File: src/rtl/regfile_pkg.sv
// Shared definitions for the register-file writeback arbiter.
// Widths here fix the holding-buffer entry layout used by regfile_wb_arbiter.
package regfile_pkg;

    localparam int ADDR_W   = 5;
    localparam int DATA_W   = 32;
    localparam int NUM_REGS = 2**ADDR_W;

    // One buffered writeback: destination register and value.
    typedef struct packed {
        logic [ADDR_W-1:0] addr;
        logic [DATA_W-1:0] data;
    } wb_req_t;

    // Register address to one-hot register mask.
    function automatic logic [NUM_REGS-1:0] onehot_decode(input logic [ADDR_W-1:0] addr);
        logic [NUM_REGS-1:0] v;
        v       = '0;
        v[addr] = 1'b1;
        return v;
    endfunction

endpackage

File: src/rtl/regfile_wb_arbiter_core.sv
// Writeback grant selection: at most one one-hot grant per cycle.
// WB_ARB_RR_EN defined: round-robin, search starts one past the last winner.
// WB_ARB_RR_EN undefined: fixed priority, lowest index wins, no pointer state.
module wb_arb_core
    import regfile_pkg::*;
#(
    parameter int NUM_REQ = 3,
    parameter int IDX_W   = $clog2(NUM_REQ)
) (
`ifdef WB_ARB_RR_EN
    input  logic               clk,
    input  logic               rst_n,
`endif
    input  logic [NUM_REQ-1:0] i_req,
    output logic [NUM_REQ-1:0] o_grant,
    output logic [IDX_W-1:0]   o_grant_id,
    output logic               o_any
);

`ifdef WB_ARB_RR_EN
    logic [IDX_W-1:0] r_ptr;
    logic [IDX_W-1:0] w_idx;

    // Rotating search from r_ptr+1; first requesting index wins.
    always_comb begin
        o_grant    = '0;
        o_grant_id = '0;
        o_any      = 1'b0;
        w_idx      = '0;
        for (int unsigned k = 1; k <= NUM_REQ; k++) begin
            w_idx = IDX_W'((32'(r_ptr) + k) % NUM_REQ);
            if (!o_any && i_req[w_idx]) begin
                o_grant[w_idx] = 1'b1;
                o_grant_id     = w_idx;
                o_any          = 1'b1;
            end
        end
    end

    // Pointer remembers the most recent winner; idle cycles leave it alone.
    always_ff @(posedge clk or negedge rst_n) begin
        if (!rst_n) begin
            r_ptr <= IDX_W'(NUM_REQ - 1);
        end else if (o_any) begin
            r_ptr <= o_grant_id;
        end
    end
`else
    // Fixed priority: lowest requesting index wins.
    always_comb begin
        o_grant    = '0;
        o_grant_id = '0;
        o_any      = 1'b0;
        for (int unsigned i = 0; i < NUM_REQ; i++) begin
            if (!o_any && i_req[i]) begin
                o_grant[i] = 1'b1;
                o_grant_id = IDX_W'(i);
                o_any      = 1'b1;
            end
        end
    end
`endif

endmodule

File: src/rtl/regfile_wb_arbiter.sv
// Register-file write-port arbiter: NUM_REQ one-entry holding buffers feed a
// registered write port; pending_mask reports every outstanding destination.
// Arbitration policy selected by macro WB_ARB_RR_EN (round-robin when defined,
// fixed priority otherwise). Buffer entry widths follow regfile_pkg.
module regfile_wb_arbiter #(
    parameter int NUM_REQ = 3,
    parameter int ADDR_W  = regfile_pkg::ADDR_W,
    parameter int DATA_W  = regfile_pkg::DATA_W
) (
    input  logic                        clk,
    input  logic                        rst_n,
    input  logic                        flush,
    input  logic [NUM_REQ-1:0]          req_valid,
    input  logic [NUM_REQ*ADDR_W-1:0]   req_addr,
    input  logic [NUM_REQ*DATA_W-1:0]   req_data,
    output logic [NUM_REQ-1:0]          req_ready,
    output logic                        rf_we,
    output logic [ADDR_W-1:0]           rf_waddr,
    output logic [DATA_W-1:0]           rf_wdata,
    output logic [$clog2(NUM_REQ)-1:0]  grant_id,
    output logic [2**ADDR_W-1:0]        pending_mask
);
    import regfile_pkg::*;

    localparam int IDX_W = $clog2(NUM_REQ);

    wb_req_t              r_buf [NUM_REQ];
    logic [NUM_REQ-1:0]   r_buf_v;
    logic                 r_rf_we;
    logic [ADDR_W-1:0]    r_rf_waddr;
    logic [DATA_W-1:0]    r_rf_wdata;
    logic [IDX_W-1:0]     r_grant_id;

    logic [NUM_REQ-1:0]   w_arb_req;
    logic [NUM_REQ-1:0]   w_grant;
    logic [IDX_W-1:0]     w_grant_id;
    logic                 w_any;
    logic [NUM_REQ-1:0]   w_ready;
    logic [NUM_REQ-1:0]   w_accept;
    wb_req_t              w_win;
    logic [2**ADDR_W-1:0] w_pending;

    // Masking the arbiter input during flush suppresses that cycle's grant
    // and keeps the round-robin pointer from advancing.
    assign w_arb_req = flush ? '0 : r_buf_v;

    wb_arb_core #(
        .NUM_REQ (NUM_REQ),
        .IDX_W   (IDX_W)
    ) u_arb (
`ifdef WB_ARB_RR_EN
        .clk        (clk),
        .rst_n      (rst_n),
`endif
        .i_req      (w_arb_req),
        .o_grant    (w_grant),
        .o_grant_id (w_grant_id),
        .o_any      (w_any)
    );

    assign w_ready   = flush ? '0 : (~r_buf_v | w_grant);
    assign w_accept  = req_valid & w_ready;
    assign req_ready = w_ready;

    // Holding buffers: flush clears, accept (re)fills, grant drains; x0 never stored.
    always_ff @(posedge clk or negedge rst_n) begin
        if (!rst_n) begin
            r_buf_v <= '0;
            for (int unsigned i = 0; i < NUM_REQ; i++) begin
                r_buf[i] <= '0;
            end
        end else begin
            for (int unsigned i = 0; i < NUM_REQ; i++) begin
                if (flush) begin
                    r_buf_v[i] <= 1'b0;
                end else if (w_accept[i]) begin
                    r_buf_v[i]    <= (req_addr[i*ADDR_W +: ADDR_W] != '0);
                    r_buf[i].addr <= req_addr[i*ADDR_W +: ADDR_W];
                    r_buf[i].data <= req_data[i*DATA_W +: DATA_W];
                end else if (w_grant[i]) begin
                    r_buf_v[i] <= 1'b0;
                end
            end
        end
    end

    // Winner's buffered entry, selected by the one-hot grant.
    always_comb begin
        w_win = '0;
        for (int unsigned i = 0; i < NUM_REQ; i++) begin
            if (w_grant[i]) begin
                w_win = r_buf[i];
            end
        end
    end

    // Registered write port: enable follows the grant, address/data hold when idle.
    always_ff @(posedge clk or negedge rst_n) begin
        if (!rst_n) begin
            r_rf_we    <= 1'b0;
            r_rf_waddr <= '0;
            r_rf_wdata <= '0;
            r_grant_id <= '0;
        end else begin
            r_rf_we <= w_any;
            if (w_any) begin
                r_rf_waddr <= w_win.addr;
                r_rf_wdata <= w_win.data;
                r_grant_id <= w_grant_id;
            end
        end
    end

    assign rf_we    = r_rf_we;
    assign rf_waddr = r_rf_waddr;
    assign rf_wdata = r_rf_wdata;
    assign grant_id = r_grant_id;

    // Outstanding destinations: valid buffers plus the live output stage; x0 never reported.
    always_comb begin
        w_pending = '0;
        for (int unsigned i = 0; i < NUM_REQ; i++) begin
            if (r_buf_v[i]) begin
                w_pending = w_pending | onehot_decode(r_buf[i].addr);
            end
        end
        if (r_rf_we) begin
            w_pending = w_pending | onehot_decode(r_rf_waddr);
        end
        w_pending[0] = 1'b0;
    end

    assign pending_mask = w_pending;

endmodule

File: config.mk
export PLATFORM = sky130hd
export DESIGN_NAME = regfile_wb_arbiter
export DESIGN_NICKNAME = d
export VERILOG_FILES = /design/src/rtl/regfile_pkg.sv /design/src/rtl/regfile_wb_arbiter_core.sv /design/src/rtl/regfile_wb_arbiter.sv
export SDC_FILE = /design/constraint.sdc
export NUM_CORES = 1
export LEC_CHECK = 0
export CORE_ASPECT_RATIO = 1.25
export CORE_MARGIN = 2
export CORE_UTILIZATION = 45
export CTS_BUF_LIST = sky130_fd_sc_hd__clkbuf_4
export DETAILED_ROUTE_END_ITERATION = 10
export GPL_TIMING_DRIVEN = 0
export PLACE_DENSITY = 0.85
export SETUP_SLACK_MARGIN = 0.5
export SLEW_MARGIN = 20
export SYNTH_ARGS = -nofsm -noshare
export SYNTH_HDL_FRONTEND = slang
export SYNTH_HIERARCHICAL = 1
export SYNTH_SLANG_ARGS = --single-unit
File: constraint.sdc
create_clock -name clk -period 3.1 [get_ports clk]
set_input_delay 0.62 -clock clk [delete_from_list [all_inputs] [get_ports clk]]
set_output_delay 0.62 -clock clk [all_outputs]
set_load 0.01 [all_outputs]
After elaboration in Yosys (flattened, before gate mapping)
Index checks and enable logic that the tools add are counted.
{ "word_totals": {"latch_bits": 0, "input_bits": 117, "word_cells": 78, "mem_bits_ro": 0, "ram_bits": 0, "regBits": 154, "memories": 0} }
{ "op_classes": {"mux": 33, "shifts": 0, "eq_ne": 0, "add_sub_neg": 0, "mul": 0, "div": 0, "n_reduce_logical": 17, "n_bitwise": 7, "magnitude_cmp": 8} }
{ "op_table": {"columns": ["operator", "count"], "rows": [
  ["two-way mux 32 bit", 4],
  ["two-way mux 37 bit", 3],
  ["bitwise OR 32 bit", 3],
  ["less-than comparator 5 x 6 -> 1 bit, second input constant", 4],
  ["demux 1 bit (select 5 bit)", 4],
  ["greater-or-equal comparator 5 x 1 -> 1 bit, second input constant", 4],
  ["two-way mux 1 bit", 19],
  ["nonzero test 5 bit", 3],
  ["nonzero test 3 bit", 3],
  ["logical AND 1 bit", 6],
  ["two-way mux 3 bit", 2],
  ["AND reduction 2 bit", 3],
  ["bitwise AND 3 bit", 1],
  ["NOT 3 bit", 1],
  ["bitwise OR 3 bit", 1],
  ["zero test 1 bit", 2],
  ["two-way mux 2 bit", 1],
  ["NOT 1 bit", 1]
]} }

Longest topological paths before layout
Gate-level depths: netlist of the first run.
{ "logic_depth": {"word_depth": 13, "ltp_mapped": 8, "mapped_depth_nobuf": 5} }

By module
Netlist of the first run, hierarchy kept.
{ "by_module_without_submodules": {"columns": ["module", "area_each_um2", "cells_each", "instances"], "rows": [
  ["regfile_wb_arbiter", 7375.8, 619, 1],
  ["wb_arb_core", 45.0, 6, 1]
]} }

Worst setup path after synthesis of the first run
No wires, ideal clock.
{ "synth_path": {"kind": "input port to output port", "startpoint": "input flush", "endpoint": "output req_ready[2]", "arrival_ps": 1884, "path_stages": 7, "path_slack_ps": 596, "n_path_buf": 3, "path_cell_list": "buf_6 nor2b_1 nor3b_1 inv_2 clkbuf_1 clkbuf_1 a21oi_1"} }
{ "synth_via": {"elab_cells_between_ends": 10, "cone_classes": "mux (5); bitwise (1); reduce/logical (4)"} }
{ "synth_lines": {"columns": ["item", "line", "text"], "rows": [
  ["from (decl)", "regfile_wb_arbiter.sv:12", "input logic flush,"],
  ["two-way mux 3 bit", "regfile_wb_arbiter.sv:45", "assign w_arb_req = flush ? '0 : r_buf_v;"],
  ["net w_arb_req[2]", "regfile_wb_arbiter.sv:34", "logic [NUM_REQ-1:0] w_arb_req;"],
  ["logical AND 1 bit", "regfile_wb_arbiter_core.sv:55", "if (!o_any && i_req[i]) begin"],
  ["two-way mux 1 bit", "regfile_wb_arbiter_core.sv:55", null],
  ["net w_grant[2]", "regfile_wb_arbiter.sv:35", "logic [NUM_REQ-1:0] w_grant;"],
  ["bitwise OR 3 bit", "regfile_wb_arbiter.sv:61", "assign w_ready = flush ? '0 : (~r_buf_v | w_grant);"],
  ["two-way mux 3 bit", "regfile_wb_arbiter.sv:61", null],
  ["to (decl)", "regfile_wb_arbiter.sv:16", "output logic [NUM_REQ-1:0] req_ready,"]
]} }
The timed path passes the listed nets, and every way through them passes these cells.

Final worst setup path of the first run
{ "layout_path": {"startpoint": "register r_buf_v[2]", "endpoint": "output req_ready[2]"} }
{ "layout_via": {"elab_chain_cells": 5, "elab_cells_between_ends": 6, "cone_classes": "mux (3); bitwise (2); reduce/logical (1)"} }
{ "layout_lines": {"columns": ["item", "line", "text"], "rows": [
  ["from (decl)", "regfile_wb_arbiter.sv:28", "logic [NUM_REQ-1:0] r_buf_v;"],
  ["from (signal, indexed assignment)", "regfile_wb_arbiter.sv:77", "r_buf_v[i] <= (req_addr[i*ADDR_W +: ADDR_W] != '0);"],
  ["two-way mux 3 bit", "regfile_wb_arbiter.sv:45", null],
  ["net w_arb_req[2]", "regfile_wb_arbiter.sv:34", null],
  ["logical AND 1 bit", "regfile_wb_arbiter_core.sv:55", null],
  ["two-way mux 1 bit", "regfile_wb_arbiter_core.sv:55", null],
  ["net w_grant[2]", "regfile_wb_arbiter.sv:35", null],
  ["bitwise OR 3 bit", "regfile_wb_arbiter.sv:61", null],
  ["two-way mux 3 bit", "regfile_wb_arbiter.sv:61", null]
]} }
The timed path passes the listed nets, and every way through them passes these cells.

==> results by group, run 1 <==
Die
  • Die extent in x: approximately 120 µm
  • Core Area: around 16000 µm²
  • # rows: 52
  • Die H: 148 µm
  • Io pins: approximately 190
  • Starting Density: 0.458
  • Die Footprint: ~18000 µm²

Route
  • Routed vias: about 6.4k
  • Via density: a little under 6
  • # DRC: 0
  • Antenna-violating nets left: 0
  • Initial DRC Count: 500
  • DR WL/cell: roughly 21 µm
  • DRT Pass-1 Iters: 4
  • Detailed Route WL: about 23000 µm

Placement
  • Detailed-placement wirelength estimate: roughly 16000 µm
  • RePlAce Congestion: 0.926
  • Port bufs: around 190
  • Placed cells: around 1.0k
  • Dpl ws: -0.355 ns

Critical path
  • Buf/Inv on CP: 5
  • Startpoint types: register
  • CP Data Required Time: approximately 2.5 ns
  • Critical path class: register to primary output
  • Worst EP arrival: 2.08 ns
  • CP max FO: 4
  • Reg-to-reg startpoint: r_buf_v[2]
  • Reg2reg end: rf_waddr[3]
  • Worst path top cell family by delay: buffers and inverters
  • FF-to-FF setup slack: 0.68 ns
  • Crit path cell chain: clkbuf_8, nor2b_4, nor3b_4, inv_2, buf_8, clkbuf_16, a21oi_4, buf_2
  • Slowest stage delay, CP: 0.42 ns
  • Reg2reg path depth: 8
  • Slowest CP cell: dfrtp_1
  • Worst Setup End Kind: primary output

Min path
  • Hold/Removal Path Class: register to register
  • Worst hold path depth: 1
  • Worst hold start: r_buf[24]
  • Hold EP: r_buf[24]

Clocking
  • Clk buf depth: 2
  • CTS tree: yes
  • CTS sink cnt: 154
  • Total CTS buffers: 17
  • Clock latency on the worst-skew pair: around 0.53 ns
  • Worst-path clk slew: ~0.13 ns
  • CTS Root Cell: clkbuf_4
  • CTS H-tree depth: 4

GRT
  • Vias in the first global route: ~6.6k
  • Pin count of the biggest net entering global routing: between 90 and 100
  • Initial antenna violation count: 1
  • Remaining global-route overflow: 0
  • All-Layer GR Usage: 0.261
  • First-pass GRT wire length: 35700 µm

Finish
  • Fin util: 0.653
  • Fill cells: approximately 1.2k
  • Number of nets in the layout: 983
  • Layout area overhead: 42.6%
  • Seq. cell area: between 3000 and 4000 µm²
  • Multi-input gate area: roughly 3500 µm²
  • Share of layout cells above drive strength 1: 0.340
  • Final Instance Count excl. Fillers: 1096

Job
  • Max Cap Viol: 0

Power and ir drop
  • LEAKAGE: roughly 4.3 nW
  • PD cells: between 600 and 700 nW/µm²
  • Worst VDD drop: 0.297 mV
  • Final Power: around 6.4 mW

Synthesis
  • Post-synth EDFFs: 0
  • Distinct cells, synth: 39
  • Syn avg cell area: 11.9 µm²
  • Mapped Area: roughly 7400 µm²
  • Syn Nets: approximately 740
  • Synth Flop Type: dfrtp_1
  • Sequential area share after synthesis: 0.519
  • Instance count of the mapped netlist: between 600 and 700
  • Seq cells post-synth: roughly 150
  • Yosys warnings: 6
  • Synth async-reset ratio: 1.00

Timing
  • Worst slew pin tran: just under 0.6 ns
  • Slew HR: 0.615
  • Post-layout min period: ~2.7 ns
  • RSZ-0062 raised after global routing: true
  • Highest Clock Rate: about 370 MHz
  • Clock Skews: roughly 0.026 ns
  • Final hold vios: 0
  • Final worst slack: a little under 0.4 ns
  • Tcrit/Tclk final: 0.872
  • Hold Slack: around 0.5 ns
  • Final slew viol count: 0
  • Setup Viol. Count Final: 0

Status
  • Outcome: finished, final reports clean
-- Yosys cell counts, types with 4 or more instances --
cell type | n | share of area
dfrtp_1 | 154 | 0.52
mux2_2 | 75 | 0.11
inv_1 | 41 | 0.021
mux2_1 | 38 | 0.058
a221oi_1 | 37 | 0.044
o21ai_0 | 37 | 0.025
o22ai_1 | 37 | 0.031
o221ai_1 | 31 | 0.037
clkbuf_1 | 26 | 0.013
a22oi_1 | 20 | 0.020
nor2b_1 | 14 | 0.012
nand2_1 | 12 | 0.0061
a32oi_1 | 11 | 0.013
buf_2 | 9 | 0.0061
nor2_1 | 9 | 0.0046
buf_4 | 7 | 0.0071
buf_6 | 7 | 0.011
and4b_1 | 6 | 0.0081
buf_1 | 6 | 0.0030
nand3_1 | 6 | 0.0040
and4bb_2 | 5 | 0.0084
nand2b_1 | 4 | 0.0034
-- where the power goes --
| part | total (mW) | leakage, nW | switching [mW] | internal (mW) |
|---|---|---|---|---|
| Sequential | 2.82 | 1.86 | 0.334 | 2.48 |
| Combinational | 2.12 | 2.23 | 1.03 | 1.08 |
| Clock | 1.49 | 0.176 | 0.743 | 0.746 |
| Total | 6.42 | 4.26 | 2.11 | 4.31 |
-- worst register-to-register path, delay by kind of cell, from the launching register on --
kind            cells  cell delay, ns
buf+inv             4            1.21
flops               1            0.42
compound gates      2            0.38
simple gates        2            0.33
-- cell usage in the layout (no fill, tap or decap), types with 5 or more instances in the layout --
cell type        count
clkbuf_4            24
o221ai_1            17
o221ai_2            14
dfrtp_1            144
mux2_1              38
buf_2               37
and4bb_2             5
nor2b_1              8
nor2_1               7
o21ai_0             37
o22ai_1             37
a32oi_2              9
clkbuf_2             5
dfrtp_2             10
clkdlybuf4s50_1    154
inv_1               41
nand2_1              9
a221oi_1            37
buf_6                9
clkbuf_1            11
bufinv_16            5
buf_1                6
a22oi_2             20
buf_4               36
mux2_2              75
-- per-layer routing --
metal | up-vias | wire, µm | global-route usage
li1 | 2872 | - | -
met1 | 3236 | 9020 | 0.308
met2 | 248 | 12100 | 0.466
met3 | 59 | 1090 | 0.0463
met4 | 0 | 814 | 0.114
met5 | - | 0 | 0
-- logic make-up after synthesis --
group,count (synthesis),synth area share
AO/OA/AOI/OAI,182,0.180
flip-flops,154,0.519
multiplexers,113,0.171
buffers and inverters,98,0.0617
AND/OR/NAND/NOR,77,0.0668
other,1,0.000505
-- layout make-up --
cell class / count / share of cell area
clock inverter: 13 / 0.0203
sequential: 154 / 0.365
tap: 216 / 0.0255
antenna: 1 / 0.000237
timing repair buffer: 222 / 0.191
buffer: 55 / 0.0384
clock buffer: 19 / 0.0135
inverter: 43 / 0.0153
multi-input combinational: 373 / 0.330
-- worst max path at each step --
stage	from	endpoint	slack (ns)	cells past startpoint
floorplan	flush	req_ready[2]	0.60	7
global placement	rst_n	r_buf[66]	-4.71	1
detailed placement	flush	req_ready[2]	-0.36	8
CTS	r_buf_v[2]	req_ready[2]	0.41	8
global route	r_buf_v[2]	req_ready[2]	0.35	8
finish	r_buf_v[2]	req_ready[2]	0.40	8
-- state kept, by name, summed over array words and instances, names as in the netlist --
name,count
r_buf,111
rf_wdata,32
rf_waddr,5
r_buf_v,3
grant_id,2
rf_we,1
-- repair_timing --
action	in CTS	in global routing
buffers inserted	26	4
hold buffers	1	0
setup endpoints to repair	38	31
resized for setup	199	51
pin swaps	14	13
gates cloned	1	0
hold endpoints to repair	44	0
-- stage by stage --
stage	cell area, µm²	setup TNS, ns
5_1_grt	10600	0
2_1_floorplan	7420	0
3_3_place_gp	9580	-723.31
4_1_cts	10400	0
3_5_place_dp	9620	-0.355
6_report	10600	0
Power figures use the tool's default switching activity.
==> run 2: changes to the inputs <==
--- a/config.mk
+++ b/config.mk
@@ -9,6 +9,7 @@
 export CORE_MARGIN = 2
 export CORE_UTILIZATION = 45
 export CTS_BUF_LIST = sky130_fd_sc_hd__clkbuf_4
+export CTS_CLUSTER_DIAMETER = 100
 export DETAILED_ROUTE_END_ITERATION = 10
 export GPL_TIMING_DRIVEN = 0
 export PLACE_DENSITY = 0.85
==> results of run 2 <==
Same layout as run 1: the final DEF is identical, and so are final timing and power.
